==> config.mk <==
export PLATFORM = sky130hd
export DESIGN_NAME = ca_engine_param_flat
export DESIGN_NICKNAME = d
export VERILOG_FILES = /design/src/rtl/ca_engine_param_if.sv /design/src/rtl/ca_engine_param.sv /design/src/flat_wrapper.sv
export SDC_FILE = /design/constraint.sdc
export NUM_CORES = 1
export LEC_CHECK = 0
export BUFFER_PORTS_ARGS = -buffer_cell sky130_fd_sc_hd__buf_4
export CAP_MARGIN = 20
export CORE_AREA = 2 2 94 78
export DETAILED_ROUTE_END_ITERATION = 16
export DIE_AREA = 0 0 96 80
export GPL_TIMING_DRIVEN = 0
export HOLD_SLACK_MARGIN = 0.1
export PLACE_DENSITY_LB_ADDON = 0.12
export SKIP_CTS_REPAIR_TIMING = 1
export SLEW_MARGIN = 0
export SYNTH_ARGS = -nofsm -noshare
export SYNTH_HDL_FRONTEND = slang
export SYNTH_SLANG_ARGS = --single-unit
export TNS_END_PERCENT = 50
==> constraint.sdc <==
create_clock -name clk -period 3.6 [get_ports clk]
set_input_delay 0.36 -clock clk [delete_from_list [all_inputs] [get_ports clk]]
set_output_delay 0.36 -clock clk [all_outputs]
set_load 0.03 [all_outputs]
==> src/rtl/ca_engine_param_if.sv <==
// Control/status bundle between the board switch interface and the CA engine.
// Handshake: load/step are single-cycle pulses sampled on posedge clk; gen_valid
// marks the one cycle in which state_out holds a new generation; no backpressure.
interface ca_engine_param_if #(
  parameter int WIDTH = 8,
  parameter int CNT_W = 16
);
  logic             load;
  logic [WIDTH-1:0] seed;
  logic [7:0]       rule_in;
  logic [1:0]       bound_mode;
  logic             run;
  logic             step;
  logic [WIDTH-1:0] state_out;
  logic [CNT_W-1:0] gen_count;
  logic             gen_valid;
  logic             loaded;
  logic             stalled;
  logic             extinct;
  logic             dbg_ready;

  modport master (
    output load, seed, rule_in, bound_mode, run, step,
    input  state_out, gen_count, gen_valid, loaded, stalled, extinct, dbg_ready
  );

  modport slave (
    input  load, seed, rule_in, bound_mode, run, step,
    output state_out, gen_count, gen_valid, loaded, stalled, extinct, dbg_ready
  );
endinterface

==> src/rtl/ca_engine_param.sv <==
// Parametrised 1D elementary cellular automaton with programmable rule, boundary
// mode, run/step control, rate divider, saturating generation counter and status.
module ca_engine_param #(
  parameter int WIDTH    = 8,
  parameter int TICK_DIV = 1,
  parameter int CNT_W    = 16
) (
  input logic            clk,
  input logic            rst,
  ca_engine_param_if.slave bus
);
  localparam int DIV_W = (TICK_DIV > 1) ? $clog2(TICK_DIV) : 1;
  localparam logic [DIV_W-1:0] DIV_LAST = DIV_W'(TICK_DIV - 1);
  localparam logic [CNT_W-1:0] CNT_MAX  = '1;

  typedef enum logic {S_EMPTY, S_READY} state_t;

  state_t           state_q, state_d;
  logic [WIDTH-1:0] cells_q, cells_d;
  logic [7:0]       rule_q, rule_d;
  logic [1:0]       mode_q, mode_d;
  logic [CNT_W-1:0] cnt_q, cnt_d;
  logic [DIV_W-1:0] div_q, div_d;
  logic             valid_q, valid_d;
  logic             stalled_q, stalled_d;

  logic [WIDTH-1:0] next_cells;
  logic [WIDTH+1:0] ext;
  logic             left_nb, right_nb;
  logic             ready, tick, advance;

  // ext[0] is the virtual cell left of cell 0, ext[WIDTH+1] the one right of WIDTH-1.
  always_comb begin
    left_nb  = 1'b0;
    right_nb = 1'b0;
    case (mode_q)
      2'b00: begin left_nb = cells_q[WIDTH-1]; right_nb = cells_q[0];       end
      2'b01: begin left_nb = 1'b0;             right_nb = 1'b0;             end
      2'b10: begin left_nb = 1'b1;             right_nb = 1'b1;             end
      default: begin left_nb = cells_q[0];     right_nb = cells_q[WIDTH-1]; end
    endcase
    ext        = {right_nb, cells_q, left_nb};
    next_cells = '0;
    for (int i = 0; i < WIDTH; i++) begin
      next_cells[i] = rule_q[{ext[i], ext[i+1], ext[i+2]}];
    end
  end

  always_comb begin
    state_d   = state_q;
    cells_d   = cells_q;
    rule_d    = rule_q;
    mode_d    = mode_q;
    cnt_d     = cnt_q;
    valid_d   = 1'b0;
    stalled_d = stalled_q;

    ready   = (state_q == S_READY);
    tick    = (div_q == DIV_LAST);
    advance = ready && !bus.load &&
              ((bus.run && tick) || (!bus.run && bus.step));

    // Divider only runs while auto-advancing; any pause restarts a full period.
    if (ready && bus.run && !bus.load) div_d = tick ? '0 : div_q + DIV_W'(1);
    else                               div_d = '0;

    if (bus.load) begin
      state_d   = S_READY;
      cells_d   = bus.seed;
      rule_d    = bus.rule_in;
      mode_d    = bus.bound_mode;
      cnt_d     = '0;
      stalled_d = 1'b0;
    end else if (advance) begin
      cells_d   = next_cells;
      valid_d   = 1'b1;
      stalled_d = (next_cells == cells_q);
      if (cnt_q != CNT_MAX) cnt_d = cnt_q + CNT_W'(1);
    end
  end

  always_ff @(posedge clk or posedge rst) begin
    if (rst) begin
      state_q   <= S_EMPTY;
      cells_q   <= '0;
      rule_q    <= 8'h1E;
      mode_q    <= 2'b00;
      cnt_q     <= '0;
      div_q     <= '0;
      valid_q   <= 1'b0;
      stalled_q <= 1'b0;
    end else begin
      state_q   <= state_d;
      cells_q   <= cells_d;
      rule_q    <= rule_d;
      mode_q    <= mode_d;
      cnt_q     <= cnt_d;
      div_q     <= div_d;
      valid_q   <= valid_d;
      stalled_q <= stalled_d;
    end
  end

  assign bus.state_out = cells_q;
  assign bus.gen_count = cnt_q;
  assign bus.gen_valid = valid_q;
  assign bus.loaded    = (state_q == S_READY);
  assign bus.stalled   = stalled_q;
  assign bus.extinct   = ~|cells_q;
  assign bus.dbg_ready = (state_q == S_READY);
endmodule

==> src/flat_wrapper.sv <==
// flat-port wrapper written by rule: the top's interface ports become plain ports
module ca_engine_param_flat 
#(
  parameter int WIDTH    = 8,
  parameter int TICK_DIV = 1,
  parameter int CNT_W    = 16
)
  (clk, rst, bus_load, bus_seed, bus_rule_in, bus_bound_mode, bus_run, bus_step, bus_state_out, bus_gen_count, bus_gen_valid, bus_loaded, bus_stalled, bus_extinct, bus_dbg_ready);
  ca_engine_param_if #(.WIDTH(WIDTH), .CNT_W(CNT_W)) bus_i ();
  input logic clk;
  input logic rst;
  input wire logic [$bits(bus_i.load)-1:0] bus_load;
  input wire logic [$bits(bus_i.seed)-1:0] bus_seed;
  input wire logic [$bits(bus_i.rule_in)-1:0] bus_rule_in;
  input wire logic [$bits(bus_i.bound_mode)-1:0] bus_bound_mode;
  input wire logic [$bits(bus_i.run)-1:0] bus_run;
  input wire logic [$bits(bus_i.step)-1:0] bus_step;
  output wire logic [$bits(bus_i.state_out)-1:0] bus_state_out;
  output wire logic [$bits(bus_i.gen_count)-1:0] bus_gen_count;
  output wire logic [$bits(bus_i.gen_valid)-1:0] bus_gen_valid;
  output wire logic [$bits(bus_i.loaded)-1:0] bus_loaded;
  output wire logic [$bits(bus_i.stalled)-1:0] bus_stalled;
  output wire logic [$bits(bus_i.extinct)-1:0] bus_extinct;
  output wire logic [$bits(bus_i.dbg_ready)-1:0] bus_dbg_ready;
  assign bus_i.load = bus_load;
  assign bus_i.seed = bus_seed;
  assign bus_i.rule_in = bus_rule_in;
  assign bus_i.bound_mode = bus_bound_mode;
  assign bus_i.run = bus_run;
  assign bus_i.step = bus_step;
  assign bus_state_out = bus_i.state_out;
  assign bus_gen_count = bus_i.gen_count;
  assign bus_gen_valid = bus_i.gen_valid;
  assign bus_loaded = bus_i.loaded;
  assign bus_stalled = bus_i.stalled;
  assign bus_extinct = bus_i.extinct;
  assign bus_dbg_ready = bus_i.dbg_ready;
  ca_engine_param #(.WIDTH(WIDTH), .TICK_DIV(TICK_DIV), .CNT_W(CNT_W)) u_core (.clk(clk), .rst(rst), .bus(bus_i));
endmodule
-- Yosys cells after proc, flatten, opt, wreduce, memory -nomap -nowiden
Cells that the tools add are included.
- logic and storage cells: 67
- output and inout port bits: 29
- register bits after elaboration: 38
- eq/ne operators: 4
- reduce and logical (&&, ||, !) cells: 15
- add/sub/neg operators: 2
- bitwise logic cells: 1
- multiplexer cells: 29
- order comparisons: 8
- operators by type and width (cell ; count):
    16-bit two-way mux ; 3
    3-bit by 4-bit < comparator with 1-bit output (second input constant) ; 8
    1-bit binary-select mux with 3-bit select ; 8
    16-bit by 1-bit adder with 16-bit output (second input constant) ; 1
    8-bit two-way mux ; 2
    16-bit != test (second input constant) ; 1
    1-bit two-way mux ; 14
    8-bit equality test ; 1
    8-bit OR reduction ; 1
    1-bit logical AND ; 6
    1-bit case mux with 3 select lines ; 2
    2-bit nonzero test ; 2
    1-bit zero test ; 3
    2-bit by 1-bit equality test with 1-bit output (second input constant) ; 1
    2-bit equality test (second input constant) ; 1
    2-bit zero test ; 1
    2-bit AND reduction ; 1
    1-bit adder (second input constant) ; 1
    1-bit logical OR ; 1
    1-bit inverter ; 1

-- Longest topological paths before layout
- word-level depth: 7
- gate-level depth with buffers: 7

-- Least setup slack after synthesis
OpenSTA, ideal clock, no wires.
- kind: reg-to-reg
- start: register u_core.cells_q[3] (netlist: u_core.bus.state_out[3])
- end: register u_core.stalled_q (netlist: u_core.bus.stalled)
- arrival time: 2.218 ns
- cell stages (with the launch flop): 7
- setup time: 0.092 ns
- path slack: 1.290 ns
- path through: dfrtp_1 -> clkbuf_1 -> clkbuf_1 -> mux4_1 -> a2111oi_4 -> o211ai_1 -> o31ai_2
- longest elaborated chain between the ends: 5
- ends and longest elaborated chain (item ; line ; source):
    start, declared ; ca_engine_param.sv:19 ; logic [WIDTH-1:0] cells_q, cells_d;
    start signal, assigned ; ca_engine_param.sv:94 ; cells_q <= cells_d;
    1-bit binary-select mux with 3-bit select ; ca_engine_param.sv:45 ; next_cells[i] = rule_q[{ext[i], ext[i+1], ext[i+2]}];
    1-bit two-way mux (implied by the code) ; ca_engine_param.sv:45 ;
    8-bit equality test * ; ca_engine_param.sv:77 ; stalled_d = (next_cells == cells_q);
    1-bit two-way mux * ; ca_engine_param.sv:74 ; end else if (advance) begin
    1-bit two-way mux * ; ca_engine_param.sv:67 ; if (bus.load) begin
    end signal, assigned ; ca_engine_param.sv:100 ; stalled_q <= stalled_d;
    end, declared ; ca_engine_param.sv:25 ; logic stalled_q, stalled_d;
Mark *: on every way between the ends. The rest lies on a longest branch, timed or not. The select of a mux whose other input is x is not followed.
A chain may end at the register's enable or synchronous reset.

-- Worst setup path in the final report
- start: register u_core.rule_q[2]
- end: register u_core.stalled_q (netlist: u_core.bus.stalled)
- longest elaborated chain between the ends: 5
- ends and longest elaborated chain (item ; line ; source):
    start, declared ; ca_engine_param.sv:20 ; logic [7:0] rule_q, rule_d;
    start signal, assigned ; ca_engine_param.sv:95 ; rule_q <= rule_d;
    1-bit binary-select mux with 3-bit select ; ca_engine_param.sv:45 ;
    1-bit two-way mux (implied by the code) ; ca_engine_param.sv:45 ;
    8-bit equality test * ; ca_engine_param.sv:77 ;
    1-bit two-way mux * ; ca_engine_param.sv:74 ;
    1-bit two-way mux * ; ca_engine_param.sv:67 ;
Marks and branches as above.

==> impl_metrics.json <==
{
  "status": "finished, final reports clean",
  "synth-compound-area-share_pct": 11.2,
  "fin_worst_skew_ps": 3.64,
  "cp.required_ps": 3800,
  "worstSetupEndpointType": "flop",
  "fin_util_pct": 47.2,
  "p_per_area_nw_per_um2": 409,
  "clkLatencyLatePin_ps": 290,
  "dp_cells": 401,
  "pin_count": 52,
  "design.core.area_sq_um": 6720,
  "clk_pin_slew_ps": 80,
  "initial_core_util_pct": 38.7,
  "synth_edf_count": 0,
  "synth_seq_cells": 37,
  "h-tree-depth": 2,
  "worstPathCellList": "clkbuf_1, mux2i_1, mux4_1, a2111oi_4, o211ai_1, o31ai_2",
  "worstMarginPinSlew_ps": 1140,
  "place_congestion": 0.799,
  "final_cell_mix": "buf_4, dfrtp_1, nor2_1",
  "yosysWarnings": 0,
  "period_share_pct": 68.0,
  "hpwl_microns": 4880,
  "leakage_nw": 1.33,
  "synth_top_family_by_area": "multiplexers",
  "synthAdderAreaFrac_pct": 0.481,
  "maxSlewHeadroom_pct": 23.3,
  "fin_crit_ps": 2450,
  "setup_ws_ps": 1150,
  "drv_slew": 0,
  "synth_cells": 264,
  "grt_use_total_pct": 19.4,
  "tns_ps": 0,
  "multiInputGateArea_sq_um": 1540,
  "cp_slowest_cell": "mux4_1",
  "min_path_type": "primary input to asynchronous set/reset pin",
  "final_nets": 345,
  "fin_area_sq_um": 3170,
  "wl_per_cell_microns": 16.8,
  "synth_ff_type": "dfrtp_1",
  "path_max_fanout": 10,
  "dieArea_sq_um": 7680,
  "critPathLaunchType": "flop",
  "grt_pass1_vias": 2193,
  "setup-violations-final": 0,
  "final_cells": 409,
  "synth-simple-area-share_pct": 17.9,
  "antenna_found_initial": 0,
  "wl_microns": 6890,
  "first_pass_iters": 4,
  "io_buffers": 50,
  "rsz0062_at_grt": "no",
  "ys_types": 48,
  "seq_area_sq_um": 931,
  "synth_seq_area_share_pct": 35.8,
  "arrival_ps": 2650,
  "max_stage_delay_ps": 600,
  "drcViolationCount": 0,
  "syn_area_per_cell_sq_um": 9.86,
  "area_growth_pct": 21.8,
  "grt_pass1_wl_microns": 11400,
  "die_w_microns": 96,
  "die_h_microns": 80,
  "rows": 27,
  "layout-drive-gt1-share_pct": 29.5,
  "cts_root_buf": "clkbuf_8",
  "numCtsBuffers": 5,
  "cts_buffer_depth": 2,
  "via_count": 2243,
  "finalHoldViolCount": 0,
  "synthXorXnorAreaFrac_pct": 4.37,
  "cts_tree": "yes",
  "clock-sinks": 37,
  "grt_max_degree": 38,
  "nFillCells": 661,
  "syn_area_sq_um": 2600,
  "antenna_left": 0,
  "muxShareOfSynthArea_pct": 25.0,
  "diodes": 0,
  "overflow": 0,
  "synth_nets": 288,
  "initialDrtViolationCount": 168,
  "synth_async_sr_flop_share_pct": 100,
  "ir_drop_v": 0.000214,
  "crit_type": "flop to flop",
  "max_freq_mhz": 408,
  "cap_violations": 0,
  "layout_commonest_cell": "buf_4",
  "place_ws_ps": 1200,
  "viasPerCell": 5.48,
  "placed_area_sq_um": 3090
}
-- sequential cells by signal, summed over array words and instances, names as in the netlist --
name / cells
u_core.bus.gen_valid: 1
u_core.bus.dbg_ready: 1
u_core.bus.gen_count: 16
u_core.bus.stalled: 1
u_core.bus.state_out: 8
u_core.mode_q: 2
u_core.rule_q: 8
-- worst paths after layout --
path,slack [ps],end,start,cells after the start
setup / recovery,1150,u_core.bus.stalled$_DFFE_PP0P_,u_core.rule_q[2]$_DFFE_PP1P_,6
hold / removal,210,u_core.bus.gen_count[9]$_DFFE_PP0P_,rst,2
setup reg to reg,1150,u_core.bus.stalled$_DFFE_PP0P_,u_core.rule_q[2]$_DFFE_PP1P_,6
hold reg to reg,560,u_core.bus.stalled$_DFFE_PP0P_,u_core.bus.stalled$_DFFE_PP0P_,2
max in group asynchronous,2860,u_core.bus.gen_count[4]$_DFFE_PP0P_,rst,2
min in group clk,280,u_core.bus.state_out[3]$_DFFE_PP0P_,bus_seed[3],3
-- kinds of logic (layout without fill, tap and decap cells) --
group	count (synthesis)	after routing
flops	37	37
mux	47	47
fa+ha+maj	1	1
xor+xnor	13	13
buf+inv	32	90
simple gates	91	91
compound gates	43	43
-- synthesized netlist by cell type (2+ instances only) --
cell type  number  area share [%]
xnor2_1        13             4.4
nand2b_1        6             1.4
nand4_1         4            0.96
a21oi_1        14             2.7
buf_4           2            0.58
o211ai_1        2            0.58
o31ai_1         3            0.86
nand3_1         3            0.58
mux2_1          5             2.2
nor2b_1         2            0.48
and3_1          5             1.2
nand2_1        20             2.9
mux2i_1        14             5.4
o21ai_0        10             1.9
nor4_1          4            0.96
inv_1           7             1.0
mux4_1          3             3.0
clkbuf_1       20             2.9
mux4_2          8             6.9
mux2_2         16             6.9
nor4b_1         2            0.67
dfrtp_1        33              32
o21bai_1        2            0.58
nor3b_1         3            0.86
or4_1           4             1.2
nor2_1         25             3.6
nor3_1          8             1.5
o221ai_1        3             1.0
dfstp_2         4             4.0
-- per-layer routing --
metal / GRT usage, % / part of all wire, %
met5: 0 / 0
met4: 5.00 / 1.1
met3: 3.59 / 6.4
met2: 27.8 / 43
met1: 29.6 / 50
-- where the power goes --
part	internal (mW)	switching (mW)	total, mW
registers	0.451	0.0366	0.488
clock network	0.134	0.155	0.289
logic	0.245	0.274	0.519
-- critical path, delay by kind of cell, from the launching register on --
family	cells	cell delay (ps)
buffers and inverters	1	390
AOI/OAI and AO/OA	3	670
DFF	1	520
muxes	2	770
-- stage by stage --
step	power [mW]	hold slack, ps
global route	1.37	280
detailed placement	1.01	533
floorplan	0.878	479
CTS	1.31	271
finish	1.30	209
global placement	1.01	521
-- area by class of cell --
type,instances,area share (%)
inverter,7,0.829
tap,87,3.43
timing repair buffer,50,11.8
clock inverter,2,0.316
buffer,25,3.47
sequential,37,29.4
multi-input combinational,195,48.5
clock buffer,6,2.29
Note: power is estimated with default switching activity, not from simulation.
